### config.mk
export PLATFORM = sky130hd
export DESIGN_NAME = st7735s_init_seq
export DESIGN_NICKNAME = d
export VERILOG_FILES = /design/src/rtl/st7735s_init_seq_pkg.sv /design/src/rtl/st7735s_init_rom.sv /design/src/rtl/st7735s_init_seq.sv
export SDC_FILE = /design/constraint.sdc
export NUM_CORES = 1
export LEC_CHECK = 0
export BUFFER_PORTS_ARGS = -buffer_cell sky130_fd_sc_hd__buf_2
export CAP_MARGIN = 25
export CORE_MARGIN = 5
export CORE_UTILIZATION = 30
export DETAILED_ROUTE_END_ITERATION = 12
export GPL_ROUTABILITY_DRIVEN = 1
export PLACE_DENSITY = 0.5
export SLEW_MARGIN = 20
export SYNTH_ARGS = -nofsm -noshare
export SYNTH_HDL_FRONTEND = slang
export SYNTH_SLANG_ARGS = --single-unit
### constraint.sdc
create_clock -name i_clk -period 9.3 [get_ports i_clk]
set_input_delay 0.465 -clock i_clk [delete_from_list [all_inputs] [get_ports i_clk]]
set_output_delay 0.465 -clock i_clk [all_outputs]
set_load 0.02 [all_outputs]
### src/rtl/st7735s_init_seq_pkg.sv
// Shared types for the ST7735S init/fill sequencer: FSM states, opcodes,
// and the init-table entry format.
package st7735s_init_seq_pkg;

  typedef enum logic [3:0] {
    IDLE, LOAD, SEND, HOLD, WAIT, DELAY, READY, FILL_CMD, FILL_PIX
  } state_t;

  localparam logic [7:0] SWRESET = 8'h01;
  localparam logic [7:0] SLPOUT  = 8'h11;
  localparam logic [7:0] COLMOD  = 8'h3A;
  localparam logic [7:0] MADCTL  = 8'h36;
  localparam logic [7:0] CASET   = 8'h2A;
  localparam logic [7:0] RASET   = 8'h2B;
  localparam logic [7:0] DISPON  = 8'h29;
  localparam logic [7:0] RAMWR   = 8'h2C;

  typedef struct packed {
    logic       is_cmd;
    logic [7:0] data;
    logic [7:0] delay_ms;
  } init_entry_t;

  localparam logic [4:0] INIT_LAST = 5'd16;

  function automatic init_entry_t cmd(input logic [7:0] op, input logic [7:0] ms);
    cmd = '{is_cmd: 1'b1, data: op, delay_ms: ms};
  endfunction

  function automatic init_entry_t arg(input logic [7:0] val);
    arg = '{is_cmd: 1'b0, data: val, delay_ms: 8'd0};
  endfunction

endpackage

### src/rtl/st7735s_init_rom.sv
// Combinational init table: one entry per byte, delay attached to the byte
// after which the panel needs settling time.
module st7735s_init_rom
  import st7735s_init_seq_pkg::*;
#(
  parameter int unsigned c_WIDTH  = 128,
  parameter int unsigned c_HEIGHT = 160
) (
  input  logic [4:0]  addr,
  output init_entry_t entry
);

  always_comb begin
    entry = '0;
    case (addr)
      5'd0:    entry = cmd(SWRESET, 8'd150);
      5'd1:    entry = cmd(SLPOUT, 8'd120);
      5'd2:    entry = cmd(COLMOD, 8'd0);
      5'd3:    entry = arg(8'h05);
      5'd4:    entry = cmd(MADCTL, 8'd0);
      5'd5:    entry = arg(8'h00);
      5'd6:    entry = cmd(CASET, 8'd0);
      5'd7:    entry = arg(8'h00);
      5'd8:    entry = arg(8'h00);
      5'd9:    entry = arg(8'h00);
      5'd10:   entry = arg(8'(c_WIDTH - 1));
      5'd11:   entry = cmd(RASET, 8'd0);
      5'd12:   entry = arg(8'h00);
      5'd13:   entry = arg(8'h00);
      5'd14:   entry = arg(8'h00);
      5'd15:   entry = arg(8'(c_HEIGHT - 1));
      5'd16:   entry = cmd(DISPON, 8'd10);
      default: entry = '0;
    endcase
  end

endmodule

### src/rtl/st7735s_init_seq.sv
// ST7735S panel sequencer: plays the init table into the SPI driver after
// reset, then fills the whole panel with a solid RGB565 colour on request.
module st7735s_init_seq
  import st7735s_init_seq_pkg::*;
#(
  parameter int unsigned c_CLKS_PER_MS = 50000,
  parameter int unsigned c_WIDTH       = 128,
  parameter int unsigned c_HEIGHT      = 160
) (
  input  logic        i_clk,
  input  logic        i_rst,
  input  logic        i_waiting,
  output logic        o_ncommand,
  output logic [7:0]  o_data,
  output logic        o_data_rdy,
  input  logic        i_fill_start,
  input  logic [15:0] i_color,
  output logic        o_ready
);

  localparam logic [14:0] PIXELS = 15'(c_WIDTH * c_HEIGHT);

  state_t      state, state_next;
  init_entry_t entry;
  logic [4:0]  idx;
  logic [31:0] delay_cnt;
  logic        hold_cnt;
  logic [14:0] pix;
  logic        lo;
  logic        filling;
  logic [15:0] color;

  logic        latch;
  logic [7:0]  latch_data;
  logic        latch_ncmd;
  logic        idx_inc;
  logic        fill_accept;
  logic        fill_done;

  st7735s_init_rom #(
    .c_WIDTH (c_WIDTH),
    .c_HEIGHT(c_HEIGHT)
  ) u_rom (
    .addr (idx),
    .entry(entry)
  );

  always_ff @(posedge i_clk or posedge i_rst) begin
    if (i_rst) state <= IDLE;
    else       state <= state_next;
  end

  // WAIT is shared by init and fill; the filling flag picks the successor.
  always_comb begin
    state_next  = state;
    latch       = 1'b0;
    latch_data  = '0;
    latch_ncmd  = 1'b0;
    idx_inc     = 1'b0;
    fill_accept = 1'b0;
    fill_done   = 1'b0;
    case (state)
      IDLE: state_next = LOAD;
      LOAD: if (i_waiting) begin
        state_next = SEND;
        latch      = 1'b1;
        latch_data = entry.data;
        latch_ncmd = ~entry.is_cmd;
      end
      SEND: state_next = HOLD;
      HOLD: if (hold_cnt) state_next = WAIT;
      WAIT: if (i_waiting) begin
        if (filling) begin
          if (pix == PIXELS) begin
            state_next = READY;
            fill_done  = 1'b1;
          end else begin
            state_next = FILL_PIX;
          end
        end else if (delay_cnt != '0) begin
          state_next = DELAY;
        end else if (idx == INIT_LAST) begin
          state_next = READY;
        end else begin
          idx_inc    = 1'b1;
          state_next = LOAD;
        end
      end
      DELAY: if (delay_cnt == '0) begin
        if (idx == INIT_LAST) begin
          state_next = READY;
        end else begin
          idx_inc    = 1'b1;
          state_next = LOAD;
        end
      end
      READY: if (i_fill_start) begin
        fill_accept = 1'b1;
        state_next  = FILL_CMD;
      end
      FILL_CMD: if (i_waiting) begin
        state_next = SEND;
        latch      = 1'b1;
        latch_data = RAMWR;
        latch_ncmd = 1'b0;
      end
      FILL_PIX: if (i_waiting) begin
        state_next = SEND;
        latch      = 1'b1;
        latch_data = lo ? color[7:0] : color[15:8];
        latch_ncmd = 1'b1;
      end
      default: state_next = IDLE;
    endcase
  end

  always_ff @(posedge i_clk or posedge i_rst) begin
    if (i_rst) begin
      o_data     <= '0;
      o_ncommand <= 1'b0;
      idx        <= '0;
      delay_cnt  <= '0;
      hold_cnt   <= 1'b0;
      pix        <= '0;
      lo         <= 1'b0;
      filling    <= 1'b0;
      color      <= '0;
    end else begin
      if (latch) begin
        o_data     <= latch_data;
        o_ncommand <= latch_ncmd;
      end
      if (state == LOAD && latch)
        delay_cnt <= 32'(entry.delay_ms) * c_CLKS_PER_MS;
      else if (state == DELAY && delay_cnt != '0)
        delay_cnt <= delay_cnt - 32'd1;
      if (state == SEND)      hold_cnt <= 1'b0;
      else if (state == HOLD) hold_cnt <= 1'b1;
      if (idx_inc) idx <= idx + 5'd1;
      if (fill_accept) begin
        color   <= i_color;
        filling <= 1'b1;
      end
      if (fill_done) filling <= 1'b0;
      if (state == FILL_CMD && latch) begin
        pix <= '0;
        lo  <= 1'b0;
      end
      // A pixel counts as sent once its low byte has gone out.
      if (state == FILL_PIX && latch) begin
        lo <= ~lo;
        if (lo) pix <= pix + 15'd1;
      end
    end
  end

  assign o_data_rdy = (state == SEND);
  assign o_ready    = (state == READY);

endmodule

==> impl_metrics.toml <==
[logic_synthesis]
synth.ff_latch_count = 84
synthSimpleGateAreaFrac_pct = 19.6
synth_cell_type_count = 59
synth_cells = 612
synth_area_um2 = 5740
synth_xor_area_share_pct = 7.18
ys_warn_count = 0
ys_seq_area_share_pct = 36.6
synth_top_family_by_area = "simple AND/OR/NAND/NOR gates"
synth-adder-area-share_pct = 12.3
synth_mux_area_share_pct = 6.35
synthFlopType = "dfrtp_1"
synth.avg_cell_area_um2 = 9.37
synth_edf_count = 0
synth_compound_area_share_pct = 14.0
synth.net_count = 685
async_reset_ff_share_pct = 100

[die]
die_h_um = 148
die_width_um = 148
rows = 50
io-pin-count = 31
die-area_um2 = 22000
start_util_pct = 30.6
core_um2 = 18800

[power_and_ir_drop]
leakage_nw = 2.90
p_per_area_nw_per_um2 = 248
irDropWorstVdd_mv = 0.137
power_mw = 1.59

[finish]
seq_area_um2 = 2100
multiInputGateArea_um2 = 3420
fin_cells = 867
layout-drive-gt1-share_pct = 13.4
final_common_cell = "dfrtp_1"
area_growth_syn_to_layout_pct = 11.3
final_core_util_pct = 34.0
insertedDiodeCount = 0
nNetsFinal = 701
fillers = 1956
most-common-layout-cells = "84 x dfrtp_1, 51 x nand2_1, 47 x nor2_1, 47 x ha_1, 39 x o21ai_0"

[detailed_routing]
top_layer_used = "met4"
wl_met2_mm = 6.16
firstDrtPassIters = 4
avgRoutedWirePerCell_um = 15.5
finalWirelength_mm = 13.5
drc = 0
vias = 4519
wl_met3_um = 487
vias_per_cell = 5.21
drtAntennaViolNets = 0
wl_met1_mm = 6.62
drt_iter0_markers = 302

[sta]
rsz0062_at_grt = "no"
tns_ns = 0
fin_crit_ns = 5.65
slew_violations = 0
timing.hold.ws_ns = 0.151
hold_viol = 0
period_share_pct = 60.7
finClkSkew_ns = 0.00826
worstMarginPinSlew_ns = 0.882
max_slew_margin_pct = 40.6
setup-violations-final = 0
fmax_mhz = 177

[clock_tree]
cts.sinks = 84
numCtsBuffers = 9
clockBufferDepth = 2
cts_hold_buf = 0
cts_setup_buffers = 0
h-tree-depth = 3
clock_latency_ns = 0.35
cts_resized = 0
cts_root_buf = "clkbuf_16"
clkTransAtPathRegs_ns = 0.07
cts_tree = "done"

[grt]
grt_remaining_overflow = 0
antenna_found_initial = 0
grt_pass1_wl_mm = 22.9
grt_usage_pct = 12.6
grt_max_degree = 54
grt_pass1_vias = 4595

[critical_path]
cp_common_cell = "ha_1"
endpoint_kind = "register"
r2r_setup_slack_ns = 3.65
path_delay_family = "simple AND/OR/NAND/NOR gates"
cp_cell_sequence = "inv_1, ha_1, or3b_2, nor2_1, inv_1, mux2_2, ha_1, inv_1, fa_1, xnor2_1, ha_1, or2_2, ha_1, or3_1, o221ai_1, a211oi_1, a2111oi_0, xor2_1, a21oi_1"
crit_arrival_ns = 5.86
startpoint = "idx[1]"
cpMaxStageDelayCell = "or3b_2"
cp.required_ns = 9.51
worstPathMaxFanout = 12
crit_buf_inv = 3
r2r-end = "delay_cnt[20]"
worst_setup_path_start_kind = "register"
slowest_delay_ns = 0.57
reg2regPathDepth = 19
rr_startpoint = "idx[1]"
critPathKind = "reg2reg"

[placed_design]
gp_congestion = 0.819
numPortBuffers = 30
dp_hpwl_mm = 10.0
dp.cells = 851

[job]
cap_violations = 0

[worst_hold_path]
hold_path.class = "in2async"

[run_status]
status = "finished clean"
-- worst register-to-register path: stages, from the launching register on --
cell	delay [ns]
dfrtp_1	0.53
inv_1	0.17
ha_1	0.21
or3b_2	0.57
nor2_1	0.35
inv_1	0.22
mux2_2	0.33
ha_1	0.27
inv_1	0.05
fa_1	0.46
xnor2_1	0.14
ha_1	0.17
or2_2	0.29
ha_1	0.19
or3_1	0.37
o221ai_1	0.31
a211oi_1	0.12
a2111oi_0	0.50
xor2_1	0.19
a21oi_1	0.08
-- metal layers --
layer	vias up	GRT usage [%]
met5	-	0
met4	0	3.37
met3	13	3.02
met2	78	20.3
met1	2197	17.0
li1	2231	-
-- power by group --
group / internal (mW) / switching (mW) / leakage [nW]
registers: 0.483 / 0.134 / 1.10
clock network: 0.190 / 0.158 / 0.135
logic: 0.265 / 0.356 / 1.67
-- flip-flops by register name, indices dropped and copies added, names as in the netlist --
| signal | count |
|---|---|
| color | 16 |
| delay_cnt | 32 |
| filling | 1 |
| hold_cnt | 1 |
| idx | 5 |
| lo | 1 |
| o_data | 8 |
| o_ncommand | 1 |
| pix | 15 |
| state | 4 |
-- kinds of logic after synthesis --
family / after synthesis
AND/OR/NAND/NOR: 215
AO/OA/AOI/OAI: 122
flip-flops: 84
buffers and inverters: 57
adder cells (fa/ha/maj): 53
XOR/XNOR: 47
multiplexers: 34
-- Yosys cell counts, drive strengths merged (19+ instances only) --
cell type	number	area [um2]
xnor2	21	184
nand3	19	95.1
mux2	19	214
nand2	51	191
nor2	47	176
ha	47	588
nor3	20	111
dfrtp	84	2100
o21ai	40	200
clkbuf	24	90.1
a21oi	25	125
xor2	26	228
inv	28	105
-- layout make-up --
class                   instances  share of cell area [%]
clock buffers                  10                    3.74
clock inverters                 6                   0.725
inverters                      28                    1.67
multi-input cells             471                    53.5
flip-flops and latches         84                    32.9
well taps                     234                    4.59
repair buffers                 34                    2.82
-- how the worst max path moves through the flow --
stage	to	slack [ns]	cells past startpoint
floorplan	delay_cnt[20]	4.07	21
global placement	delay_cnt[20]	3.86	19
detailed placement	delay_cnt[20]	3.68	19
CTS	delay_cnt[20]	3.66	19
global route	delay_cnt[20]	3.21	19
finish	delay_cnt[20]	3.65	19
-- through the flow --
step | instance area [um2] | setup WS (ns)
after floorplan | 5740 | 4.07
after global placement | 6100 | 3.86
after detailed placement | 6100 | 3.68
after CTS | 6380 | 3.66
after global routing | 6380 | 3.21
final | 6380 | 3.65
(Power assumes the default switching activity.)
